[config.mk]
export PLATFORM = sky130hd
export DESIGN_NAME = alu_exec_stage
export DESIGN_NICKNAME = d
export VERILOG_FILES = /design/src/rtl/alu_pkg.sv /design/src/rtl/alu_exec_stage_alu.sv /design/src/rtl/alu_exec_stage.sv
export SDC_FILE = /design/constraint.sdc
export NUM_CORES = 1
export LEC_CHECK = 0
export CAP_MARGIN = 20
export CORE_MARGIN = 8
export CORE_UTILIZATION = 40
export CTS_CLUSTER_DIAMETER = 40
export CTS_CLUSTER_SIZE = 28
export DETAILED_ROUTE_END_ITERATION = 8
export GPL_ROUTABILITY_DRIVEN = 1
export PLACE_DENSITY = 0.64
export SYNTH_ARGS = -nofsm -noshare
export SYNTH_HDL_FRONTEND = slang
export SYNTH_SLANG_ARGS = --single-unit
[constraint.sdc]
create_clock -name clk -period 3.8 [get_ports clk]
set_input_delay 0.57 -clock clk [delete_from_list [all_inputs] [get_ports clk]]
set_output_delay 0.57 -clock clk [all_outputs]
set_load 0.05 [all_outputs]
[src/rtl/alu_pkg.sv]
// Shared types for the ALU execute stage: unit select encoding, flag bundle
// and the LOGIC unit op codes.
package alu_pkg;

    typedef enum logic [1:0] {
        ARITHMETIC = 2'd0,
        LOGIC      = 2'd1,
        LSHIFT     = 2'd2,
        RSHIFT     = 2'd3
    } unit_e;

    typedef struct packed {
        logic cf;
        logic of;
        logic zf;
    } flags_t;

    localparam logic [1:0] OP_NOT = 2'd0;
    localparam logic [1:0] OP_AND = 2'd1;
    localparam logic [1:0] OP_OR  = 2'd2;
    localparam logic [1:0] OP_XOR = 2'd3;

endpackage

[src/rtl/alu_exec_stage_alu.sv]
// Combinational ALU with four independent units. Arithmetic: 00 ADD, 01 SUB,
// 10 ADC, 11 SBB. Shifts: op[0] selects rotate, LSHIFT op[1] forces amount 1, RSHIFT op[1] is SRA.
module alu
    import alu_pkg::*;
#(
    parameter int bit_width = 4
) (
    input  logic [bit_width-1:0] arith_a,
    input  logic [bit_width-1:0] arith_b,
    input  logic [1:0]           arith_op,
    input  logic                 arith_cin,
    input  logic [bit_width-1:0] logic_a,
    input  logic [bit_width-1:0] logic_b,
    input  logic [1:0]           logic_op,
    input  logic [bit_width-1:0] lsh_a,
    input  logic [bit_width-1:0] lsh_b,
    input  logic [1:0]           lsh_op,
    input  logic [bit_width-1:0] rsh_a,
    input  logic [bit_width-1:0] rsh_b,
    input  logic [1:0]           rsh_op,
    output logic [bit_width-1:0] arith_r,
    output logic                 arith_cf,
    output logic                 arith_of,
    output logic                 arith_zf,
    output logic [bit_width-1:0] logic_r,
    output logic [bit_width-1:0] lsh_r,
    output logic [bit_width-1:0] rsh_r
);

    localparam int SH_W = $clog2(bit_width);
    localparam logic [bit_width-1:0] SHIFT_ONE = {{(bit_width-1){1'b0}}, 1'b1};

    logic [bit_width-1:0]        b_eff;
    logic                        cin_eff;
    logic [bit_width:0]          sum;
    logic [bit_width-1:0]        lsh_amt;
    logic [bit_width-1:0]        rol_v;
    logic [bit_width-1:0]        ror_v;
    logic signed [bit_width-1:0] rsh_a_s;

    // Subtraction is a + ~b + 1; with borrow-in the +1 becomes !cin, and CF reports borrow.
    always_comb begin
        b_eff    = arith_op[0] ? ~arith_b : arith_b;
        cin_eff  = arith_op[1] ? (arith_cin ^ arith_op[0]) : arith_op[0];
        sum      = {1'b0, arith_a} + {1'b0, b_eff} + {{bit_width{1'b0}}, cin_eff};
        arith_r  = sum[bit_width-1:0];
        arith_cf = sum[bit_width] ^ arith_op[0];
        arith_of = (arith_a[bit_width-1] == b_eff[bit_width-1]) &&
                   (arith_r[bit_width-1] != arith_a[bit_width-1]);
        arith_zf = (arith_r == '0);
    end

    always_comb begin
        case (logic_op)
            OP_NOT:  logic_r = ~logic_a;
            OP_AND:  logic_r = logic_a & logic_b;
            OP_OR:   logic_r = logic_a | logic_b;
            default: logic_r = logic_a ^ logic_b;
        endcase
    end

    // Rotate indices wrap naturally because bit_width is a power of two.
    always_comb begin
        logic [SH_W-1:0] rot;
        lsh_amt = lsh_op[1] ? SHIFT_ONE : lsh_b;
        rot     = lsh_amt[SH_W-1:0];
        rol_v   = '0;
        for (int i = 0; i < bit_width; i++) begin
            rol_v[i] = lsh_a[SH_W'(i) - rot];
        end
        lsh_r = lsh_op[0] ? rol_v : (lsh_a << lsh_amt);
    end

    always_comb begin
        logic [SH_W-1:0] rot;
        rot     = rsh_b[SH_W-1:0];
        rsh_a_s = rsh_a;
        ror_v   = '0;
        for (int i = 0; i < bit_width; i++) begin
            ror_v[i] = rsh_a[SH_W'(i) + rot];
        end
        case (rsh_op)
            2'd0:    rsh_r = rsh_a >> rsh_b;
            2'd1:    rsh_r = ror_v;
            default: rsh_r = rsh_a_s >>> rsh_b;
        endcase
    end

endmodule

[src/rtl/alu_exec_stage.sv]
// Two-register ALU execute stage: operand register S1 feeds the ALU, result
// register S2 drives the outputs; the flag register updates on S1->S2 arithmetic ops.
module alu_exec_stage
    import alu_pkg::*;
#(
    parameter int BIT_WIDTH = 4
) (
    input  logic                 clk,
    input  logic                 reset,
    input  logic                 flush,
    input  logic                 in_valid,
    output logic                 in_ready,
    input  logic [1:0]           in_unit,
    input  logic [1:0]           in_op,
    input  logic [BIT_WIDTH-1:0] in_a,
    input  logic [BIT_WIDTH-1:0] in_b,
    input  logic                 in_flags_we,
    output logic                 out_valid,
    input  logic                 out_ready,
    output logic [BIT_WIDTH-1:0] out_r,
    output logic                 out_cf,
    output logic                 out_of,
    output logic                 out_zf
);

    logic                 vld_p1;
    unit_e                unit_p1;
    logic [1:0]           op_p1;
    logic [BIT_WIDTH-1:0] a_p1;
    logic [BIT_WIDTH-1:0] b_p1;
    logic                 we_p1;

    logic                 vld_p2;
    logic [BIT_WIDTH-1:0] r_p2;
    flags_t               flags_q;

    logic                 advance;
    logic                 accept;

    logic [BIT_WIDTH-1:0] arith_a, arith_b, logic_a, logic_b;
    logic [BIT_WIDTH-1:0] lsh_a, lsh_b, rsh_a, rsh_b;
    logic [1:0]           arith_op, logic_op, lsh_op, rsh_op;
    logic [BIT_WIDTH-1:0] arith_r, logic_r, lsh_r, rsh_r, alu_r;
    logic                 arith_cf, arith_of, arith_zf;

    assign advance  = !vld_p2 || out_ready;
    assign in_ready = !vld_p1 || advance;
    assign accept   = in_valid && in_ready;

    // ---- S1: operand register ----
    always_ff @(posedge clk) begin
        if (accept) begin
            unit_p1 <= unit_e'(in_unit);
            op_p1   <= in_op;
            a_p1    <= in_a;
            b_p1    <= in_b;
            we_p1   <= in_flags_we;
        end
    end

    // Idle units see zeros so only the selected unit toggles.
    always_comb begin
        arith_a  = '0;
        arith_b  = '0;
        arith_op = '0;
        logic_a  = '0;
        logic_b  = '0;
        logic_op = '0;
        lsh_a    = '0;
        lsh_b    = '0;
        lsh_op   = '0;
        rsh_a    = '0;
        rsh_b    = '0;
        rsh_op   = '0;
        case (unit_p1)
            ARITHMETIC: begin arith_a = a_p1; arith_b = b_p1; arith_op = op_p1; end
            LOGIC:      begin logic_a = a_p1; logic_b = b_p1; logic_op = op_p1; end
            LSHIFT:     begin lsh_a   = a_p1; lsh_b   = b_p1; lsh_op   = op_p1; end
            default:    begin rsh_a   = a_p1; rsh_b   = b_p1; rsh_op   = op_p1; end
        endcase
    end

    always_comb begin
        case (unit_p1)
            ARITHMETIC: alu_r = arith_r;
            LOGIC:      alu_r = logic_r;
            LSHIFT:     alu_r = lsh_r;
            default:    alu_r = rsh_r;
        endcase
    end

    alu #(
        .bit_width (BIT_WIDTH)
    ) u_alu (
        .arith_a   (arith_a),
        .arith_b   (arith_b),
        .arith_op  (arith_op),
        .arith_cin (flags_q.cf),
        .logic_a   (logic_a),
        .logic_b   (logic_b),
        .logic_op  (logic_op),
        .lsh_a     (lsh_a),
        .lsh_b     (lsh_b),
        .lsh_op    (lsh_op),
        .rsh_a     (rsh_a),
        .rsh_b     (rsh_b),
        .rsh_op    (rsh_op),
        .arith_r   (arith_r),
        .arith_cf  (arith_cf),
        .arith_of  (arith_of),
        .arith_zf  (arith_zf),
        .logic_r   (logic_r),
        .lsh_r     (lsh_r),
        .rsh_r     (rsh_r)
    );

    // ---- S2: result register and flags ----
    always_ff @(posedge clk) begin
        if (reset) begin
            vld_p1  <= 1'b0;
            vld_p2  <= 1'b0;
            r_p2    <= '0;
            flags_q <= '0;
        end else if (flush) begin
            vld_p1 <= 1'b0;
            vld_p2 <= 1'b0;
        end else begin
            if (advance) begin
                vld_p2 <= vld_p1;
                if (vld_p1) begin
                    r_p2 <= alu_r;
                    if (unit_p1 == ARITHMETIC && we_p1) begin
                        flags_q <= '{cf: arith_cf, of: arith_of, zf: arith_zf};
                    end
                end
            end
            if (accept) begin
                vld_p1 <= 1'b1;
            end else if (advance) begin
                vld_p1 <= 1'b0;
            end
        end
    end

    assign out_valid = vld_p2;
    assign out_r     = r_p2;
    assign out_cf    = flags_q.cf;
    assign out_of    = flags_q.of;
    assign out_zf    = flags_q.zf;

endmodule

==> flow_summary.yaml, run 1 <==
run_status:
  outcome: "completed"
global_route:
  grt_use_total: 0.1391
  grt_pass1_vias: 1682
  grt_max_degree: 26
  grt_pass1_wl_mm: 8.197
  gr-total-overflow: 0
  antenna_found_initial: 0
sta:
  hold_viol: 0
  period_share: 0.7461
  rsz0062_at_grt: "no"
  skew_ns: 0.004357
  setup_tns_ns: 0
  slew_violations: 0
  setup_viol: 0
  fin_crit_ns: 2.835
  worst_pin_slew_ns: 0.5930
  fmax_ghz: 0.3527
  slew_headroom: 0.6046
synth:
  netlist_area_mm2: 0.001902
  yosys.cell_types.count: 60
  async_reset_ff_frac: 0
  yosys-top-cells-count: "nand2_1, nor3_1, nor2_1"
  yosys.area_share.adder: 0.07368
  muxShareOfSynthArea: 0.08158
  yosysWarnings: 0
  yosysTopAreaCell: "edfxtp_1"
  synth_top_area_frac: 0.2053
  synth_nets: 249
  synth.area.top_cells: "edfxtp_1, dfxtp_1, ha_1"
  syn_inst: 221
  dominantRegCellSynth: "edfxtp_1"
  syn-mean-instance-area_um2: 8.606
  yosys_register_bits: 22
  synth_top_family_by_area: "simple AND/OR/NAND/NOR gates"
  synth_edf_count: 13
  synth_simple_gate_area_share: 0.2618
  synth_compound_area_frac: 0.1776
  synth-seq-area-share: 0.3000
  synth_xor_area_frac: 0.03224
  yosysMostFrequentCell: "nand2_1"
clocking:
  cts_hold_buf: 0
  cts_resized: 0
  cts_tree: "yes"
  cts.htree.levels: 1
  cts-buffers-inserted: 3
  cts_buffer_depth: 2
  clockRootBuffer: "clkbuf_8"
  cts_num_sinks: 22
  clkSlewWorstSetupHoldPaths_ns: 0.09
  cts_setup_buffers: 0
  clkLatencyLatePin_ns: 0.27
drt:
  wl_per_cell_um: 16.43
  vias: 1692
  ant_nets: 0
  routed_via_density: 5.814
  wl_mm: 4.782
  drc: 0
  first_pass_iters: 4
  drtIter0Drc: 107
die:
  start_util: 0.4081
  core_mm2: 0.004661
  die_w_um: 84.96
  rows: 25
  dieArea_mm2: 0.007217
  fp.dieH_um: 84.96
  ioPinCount: 27
setup_path:
  critPathMaxFanout: 15
  crit_top_cell: "fa_1"
  cp_cell_sequence: "nor2_1 -> nand2_1 -> fa_1 -> inv_1 -> fa_1 -> xnor2_1 -> nor3_1 -> a2111oi_0 -> a311oi_1"
  critPathTopFamily: "adder cells"
  critical_path_required_ns: 3.93
  cp-start-kind: "flip-flop"
  critPathMaxStageDelay_ns: 0.59
  path_buf_inv: 1
  arrival_ns: 2.97
  endpoint_kind: "flip-flop"
  slowest_stage: "edfxtp_1"
  crit_type: "flip-flop to flip-flop"
placed_design:
  portBuffers: 26
  numPlacedInstances: 287
  place_congestion: 0.9088
  place_hpwl_mm: 3.562
pwr:
  p_int_uw: 446.4
  seq_power_share: 0.451
  combPwrFrac: 0.234
  p_per_area_mw_per_mm2: 278.6
  ir_drop_v: 0.0002159
  switching_share: 0.2833
  p_leak_nw: 0.8072
  switchingPower_uw: 176.5
  pwr-share-clk: 0.315
min_path:
  hold_class: "flip-flop to flip-flop"
final_layout:
  diodes: 0
  drive_gt1_frac: 0.09283
  layout.nets: 266
  instances_no_fill: 291
  final_core_util: 0.4797
  area_growth_pct: 17.57
run:
  max_cap_viol_count: 0
## layout by cell type (no fill, tap or decap), types with 2 or more instances in the layout
cell type / instances
and3_1: 3
or3_1: 2
ha_1: 8
nor2b_1: 5
nand4_1: 2
a21o_1: 2
dfxtp_1: 9
a31oi_1: 6
nor2_1: 15
clkdlybuf4s50_1: 26
mux2_2: 4
buf_4: 5
clkbuf_8: 3
xnor2_1: 6
nand3b_1: 2
inv_1: 10
o21bai_1: 2
edfxtp_1: 13
o21ai_0: 11
nand2_1: 22
and2_1: 3
a21oi_1: 10
mux2i_1: 2
nor3_1: 17
nand3_1: 5
fa_1: 2
nand2b_1: 3
a311oi_1: 2
o21a_1: 2
o211ai_1: 2
mux4_2: 4
## power groups by stage
stage | registers (mW) | logic [mW] | clock network, mW
2_1_floorplan | 0.283 | 0.102 | 0
3_3_place_gp | 0.286 | 0.144 | 0
3_5_place_dp | 0.286 | 0.145 | 0
4_1_cts | 0.281 | 0.145 | 0.202
5_1_grt | 0.283 | 0.162 | 0.211
6_report | 0.281 | 0.146 | 0.196
## metal layers
metal	part of all wire	track usage
met1	0.47	0.1784
met4	0.018	0.04693
met3	0.043	0.02799
met2	0.47	0.2251
met5	0	0
## worst reg2reg max path, cell delays in order, from the launching register on
cell       delay, ns
edfxtp_1        0.59
nor2_1          0.40
nand2_1         0.14
fa_1            0.45
inv_1           0.08
fa_1            0.20
xnor2_1         0.15
nor3_1          0.09
a2111oi_0       0.44
a311oi_1        0.16
## flip-flops by register name, summed over array words and instances (netlist names)
signal	flops
a_p1	4
b_p1	4
out_r	4
op_p1	2
unit_p1	2
out_cf	1
out_of	1
out_valid	1
out_zf	1
vld_p1	1
we_p1	1
## layout make-up
type	count	area [um2]
Clock buffer	4	66.31
Inverter	11	41.29
Tap cell	54	67.56
Sequential cell	22	570.5
Multi-Input combinational cell	169	1192
Fill cell	428	2425
Timing Repair Buffer	31	297.8
## metrics by stage
stage / cell area, um2 / total power, mW / hold WS, ns / setup slack [ns]
final: 2236 / 0.6229 / 0.4522 / 0.9648
after global routing: 2236 / 0.6562 / 0.4673 / 0.6506
after CTS: 2236 / 0.6284 / 0.4548 / 0.9657
after detailed placement: 2170 / 0.4307 / 0.4434 / 0.9791
after global placement: 2170 / 0.4303 / 0.4400 / 1.018
after floorplan: 1902 / 0.3848 / 0.5007 / 1.228
## worst paths after layout
kind | cells past startpoint | startpoint | end | slack, ns
max | 9 | unit_p1[1] | out_r[2] | 0.96
min | 2 | out_zf | out_zf | 0.45
max reg2reg | 9 | unit_p1[1] | out_r[2] | 0.96
min reg2reg | 2 | out_zf | out_zf | 0.45
## logic make-up after synthesis
kind of cell	count (synthesis)
adder cells (fa/ha/maj)	10
multiplexers	10
AO/OA/AOI/OAI	51
buffers and inverters	30
XOR/XNOR	7
flip-flops	22
AND/OR/NAND/NOR	91
(Power assumes the default switching activity.)
==> run 2, diff against run 1 <==
PLACE_DENSITY = 0.66   (was 0.64)
clock period = 2.5 ns   (was 3.8 ns; I/O delays follow)
==> run 2 against run 1 <==
Wire length decreased by 1.2%. Worst hold slack improved by 0.0076 ns. Utilization increased by 2.4 points. Critical path type unchanged.
==> flow_summary.yaml, run 2 (same netlist as run 1, synthesis figures left out) <==
die:
  core_mm2: 0.004661
  ioPinCount: 27
  die_w_um: 84.96
  fp.dieH_um: 84.96
  rows: 25
  dieArea_mm2: 0.007217
  start_util: 0.4081
min_path:
  hold_class: "flip-flop to flip-flop"
drt:
  drc: 0
  vias: 1752
  ant_nets: 0
  first_pass_iters: 4
  wl_mm: 4.727
  wl_per_cell_um: 15.60
  routed_via_density: 5.782
  drtIter0Drc: 223
clocking:
  cts_buffer_depth: 2
  cts_num_sinks: 22
  cts-buffers-inserted: 3
  clkLatencyLatePin_ns: 0.27
  cts.htree.levels: 1
  cts_setup_buffers: 0
  cts_tree: "yes"
  clockRootBuffer: "clkbuf_8"
  clkSlewWorstSetupHoldPaths_ns: 0.09
run_status:
  outcome: "completed"
pwr:
  p_leak_nw: 0.8709
  p_per_area_mw_per_mm2: 409.6
  ir_drop_v: 0.0002823
sta:
  setup_slack_ns: 0.1439
  slew_headroom: 0.6168
  slew_violations: 0
  skew_ns: 0.008857
  fin_crit_ns: 2.356
  hold_viol: 0
  setup_viol: 0
  period_share: 0.9424
  setup_tns_ns: 0
  worst_pin_slew_ns: 0.5748
  fmax_ghz: 0.4244
final_layout:
  fin_area_mm2: 0.002347
  mostFrequentLayoutCells: "clkdlybuf4s50_1, nand2_1, buf_4, nor3_1, nor2_1"
  final_core_util: 0.5036
  area_growth_pct: 23.42
  drive_gt1_frac: 0.1606
  layout.nets: 278
  diodes: 0
  mostFrequentLayoutCell: "clkdlybuf4s50_1"
placed_design:
  pre_cts_ws_ns: 0.1196
  place_hpwl_mm: 3.653
  place_congestion: 0.9299
  portBuffers: 26
  place_area_mm2: 0.002265
setup_path:
  critical_path_required_ns: 2.70
  endpoint_kind: "flip-flop"
  critPathMaxFanout: 21
  arrival_ns: 2.56
  crit_type: "flip-flop to flip-flop"
  cp-start-kind: "flip-flop"
global_route:
  grt_pass1_wl_mm: 8.280
  grt_use_total: 0.1395
  gr-total-overflow: 0
  grt_max_degree: 26
  grt_pass1_vias: 1734
  antenna_found_initial: 0
run:
  max_cap_viol_count: 0
[run 2: cell count changes in the layout (fill, tap and decap cells not counted)]
| cell | previous run | this run |
|---|---|---|
| nor2_1 | 15 | 14 |
| xnor2_2 | 0 | 1 |
| fa_1 | 2 | 1 |
| nor3_2 | 0 | 2 |
| a2111oi_1 | 0 | 1 |
| clkdlybuf4s50_1 | 26 | 25 |
| fa_2 | 0 | 1 |
| xnor2_1 | 6 | 5 |
| a2111oi_0 | 1 | 0 |
| nor2_2 | 0 | 1 |
| nor3_1 | 17 | 15 |
| buf_4 | 5 | 18 |
[run 2: layout make-up]
class	instances	area [um2]
clock buffer	4	66.31
tap	54	67.56
multi-input combinational	169	1216
sequential	22	570.5
fill	430	2313
timing repair buffer	43	385.4
inverter	11	41.29
[run 2: worst paths after layout]
check,from,end,slack [ns],depth (start not counted)
max,op_p1[0],out_zf,0.14,8
min,out_zf,out_zf,0.46,2
max reg2reg,op_p1[0],out_zf,0.14,8
min reg2reg,out_zf,out_zf,0.46,2
[run 2: critical path, stage by stage (launching register included)]
cell	delay (ns)
edfxtp_1	0.50
buf_4	0.26
xnor2_1	0.14
nor3_1	0.16
ha_1	0.31
o21a_1	0.16
or3_1	0.33
a211o_1	0.30
a21oi_1	0.13
[run 2: repair_timing]
action,in CTS,in global routing
gates resized for setup,0,4
hold buffers,0,0
setup endpoints to repair,0,4
[run 2: report_power, final]
group | total (mW) | internal, mW | leakage (nW) | switching, mW
clock | 0.295 | 0.174 | 0.0339 | 0.121
combinational | 0.250 | 0.117 | 0.637 | 0.133
sequential | 0.417 | 0.401 | 0.200 | 0.0154
total | 0.961 | 0.692 | 0.871 | 0.269
[run 2: metal layers]
metal	wire, um	track usage	vias to the layer above
met4	178	0.07929	0
met2	2123	0.2109	54
met3	205	0.02799	14
met1	2219	0.1797	816
li1	-	-	868
met5	0	0	-
[run 2: metrics by stage]
stage                     hold WS [ns]  total power [mW]  std cells
after detailed placement        0.4499            0.6694        299
final                           0.4598            0.9613        303
after global routing            0.4883             1.013        303
after global placement          0.4459            0.6681        299
after floorplan                 0.4543            0.5872        221
after CTS                       0.4632            0.9683        303
==> run 3, diff against run 2 <==
--- a/config.mk
+++ b/config.mk
@@ -7,3 +7,3 @@
 export LEC_CHECK = 0
-export CAP_MARGIN = 20
+export CAP_MARGIN = 25
 export CORE_MARGIN = 8
@@ -13,3 +13,3 @@
 export DETAILED_ROUTE_END_ITERATION = 8
-export GPL_ROUTABILITY_DRIVEN = 1
+export GPL_ROUTABILITY_DRIVEN = 0
 export PLACE_DENSITY = 0.66
--- a/constraint.sdc
+++ b/constraint.sdc
@@ -3,2 +3,2 @@
 set_output_delay 0.375 -clock clk [all_outputs]
-set_load 0.05 [all_outputs]
+set_load 0.01 [all_outputs]
==> run 3 against run 2 <==
First-iteration DRC count fell by 11%. Maximum frequency decreased by 0.96%. Global-route usage shrank 0.59 points. Clock power hardly changed. Die area did not move. Clock-buffer cell count did not move. Sequential power about the same. Register-to-register slack worse by 0.02 ns. Utilization shrank 0.35 points. Combinational power is 6% lower. Critical path depth is the same. Clock skew grew 0.0013 ns.
==> flow_summary.yaml, run 3 (same netlist as run 1, synthesis figures left out) <==
die:
  dieArea_mm2: 0.007217
  die_w_um: 84.96
  start_util: 0.4081
  fp.dieH_um: 84.96
  ioPinCount: 27
  rows: 25
  core_mm2: 0.004661
global_route:
  grt_use_total: 0.1336
  grt_pass1_vias: 1674
  use_met3: 0.02124
  grt_pass1_wl_mm: 7.852
  grt_most_used_layer: "met2"
  gr-total-overflow: 0
  antenna_found_initial: 0
  use_met1: 0.1653
  grt_max_degree: 26
  grtUsageMet2: 0.2216
setup_path:
  reg2reg_to: "out_zf"
  cp-start-kind: "flip-flop"
  r2r_cells: 8
  r2r_slack_ns: 0.12
  critical_path_required_ns: 2.70
  crit_type: "flip-flop to flip-flop"
  endpoint_kind: "flip-flop"
  arrival_ns: 2.58
  r2r-start: "unit_p1[1]"
  critPathMaxFanout: 6
min_path:
  holdCritStartpoint: "out_zf"
  hold_end: "out_zf"
  hold_class: "flip-flop to flip-flop"
  hold_depth: 2
final_layout:
  mostFrequentLayoutCells: "clkdlybuf4s50_1, nand2_1, nor3_1, buf_4, nor2_1"
  mostFrequentLayoutCell: "clkdlybuf4s50_1"
  layout.nets: 276
  fillCellCount: 439
  diodes: 0
  area_growth_pct: 22.57
  instances_no_fill: 301
  drive_gt1_frac: 0.1498
drt:
  wl_per_cell_um: 15.98
  vias: 1754
  drtIter0Drc: 198
  routed_via_density: 5.827
  first_pass_iters: 4
  drc: 0
  wl_mm: 4.810
  ant_nets: 0
run_status:
  outcome: "completed"
clocking:
  clkSlewWorstSetupHoldPaths_ns: 0.09
  cts_buffer_depth: 2
  cts_num_sinks: 22
  clkLatencyLatePin_ns: 0.27
  cts-buffers-inserted: 3
  clockRootBuffer: "clkbuf_8"
  cts.htree.levels: 1
  cts_tree: "yes"
  cts_hold_buf: 0
sta:
  skew_ns: 0.01016
  period_share: 0.9516
  fmax_ghz: 0.4204
  fin_crit_ns: 2.379
  setup_tns_ns: 0
  slew_violations: 0
  worst_pin_slew_ns: 0.5700
  hold_slack_ns: 0.4735
  slew_headroom: 0.6200
  hold_viol: 0
  setup_viol: 0
placed_design:
  numPlacedInstances: 296
  portBuffers: 26
  place_hpwl_mm: 3.689
pwr:
  p_total_uw: 946.5
  p_leak_nw: 0.8622
  ir_drop_v: 0.0003916
  p_per_area_mw_per_mm2: 406.1
run:
  max_cap_viol_count: 0
==> run 3: cell count changes in the layout (fill, tap and decap cells not counted), sizes merged <==
cell           delta
buf               -3
clkdlybuf4s50     +1
==> run 3: how the worst max path moves through the flow <==
stage                           from       end  slack, ns  cells past startpoint
after CTS                 unit_p1[1]    out_zf       0.09                      8
after global placement      op_p1[0]  out_r[2]       0.14                      9
after floorplan             op_p1[0]  out_r[2]      0.005                     11
after detailed placement  unit_p1[1]    out_zf       0.12                      8
final                     unit_p1[1]    out_zf       0.12                      8
after global routing      unit_p1[1]    out_zf      -0.02                      8
==> run 3: power breakdown <==
group,internal (mW),switching (mW)
Clock,0.174,0.120
Combinational,0.115,0.121
Sequential,0.401,0.0151
Total,0.690,0.257
==> run 3: routing by layer <==
| metal | share of wire | up-vias |
|---|---|---|
| met5 | 0 | - |
| met4 | 0.016 | 0 |
| met3 | 0.070 | 8 |
| met2 | 0.50 | 68 |
| met1 | 0.42 | 819 |
| li1 | - | 859 |
==> run 3: critical path, cell delays in order, from the launching register on <==
cell and delay, ns:
edfxtp_1 0.51, nor2_2 0.21, nand2_1 0.11, fa_2 0.40
inv_1 0.09, fa_1 0.43, nand3b_1 0.17, a211o_1 0.27
a21oi_1 0.13
==> run 3: cell type report <==
class	count	area (um2)	area share
Tap cell	54	67.56	0.02899
Sequential cell	22	570.5	0.2448
Timing Repair Buffer	41	372.9	0.1600
Clock buffer	4	66.31	0.02845
Inverter	11	41.29	0.01771
Multi-Input combinational cell	169	1212	0.5201
==> run 3: stage by stage <==
stage	instance area, um2	utilization	worst slack (ns)
2_1_floorplan	1914	-	0.005040
3_3_place_gp	2245	0.4816	0.1366
3_5_place_dp	2245	0.4816	0.1168
4_1_cts	2311	0.4958	0.08616
5_1_grt	2331	0.5001	-0.02369
6_report	2331	0.5001	0.1211
==> run 3: timing repair <==
item	CTS	global route
endpoints found under the setup margin	0	3
resized for setup	0	3
setup buffers	0	1
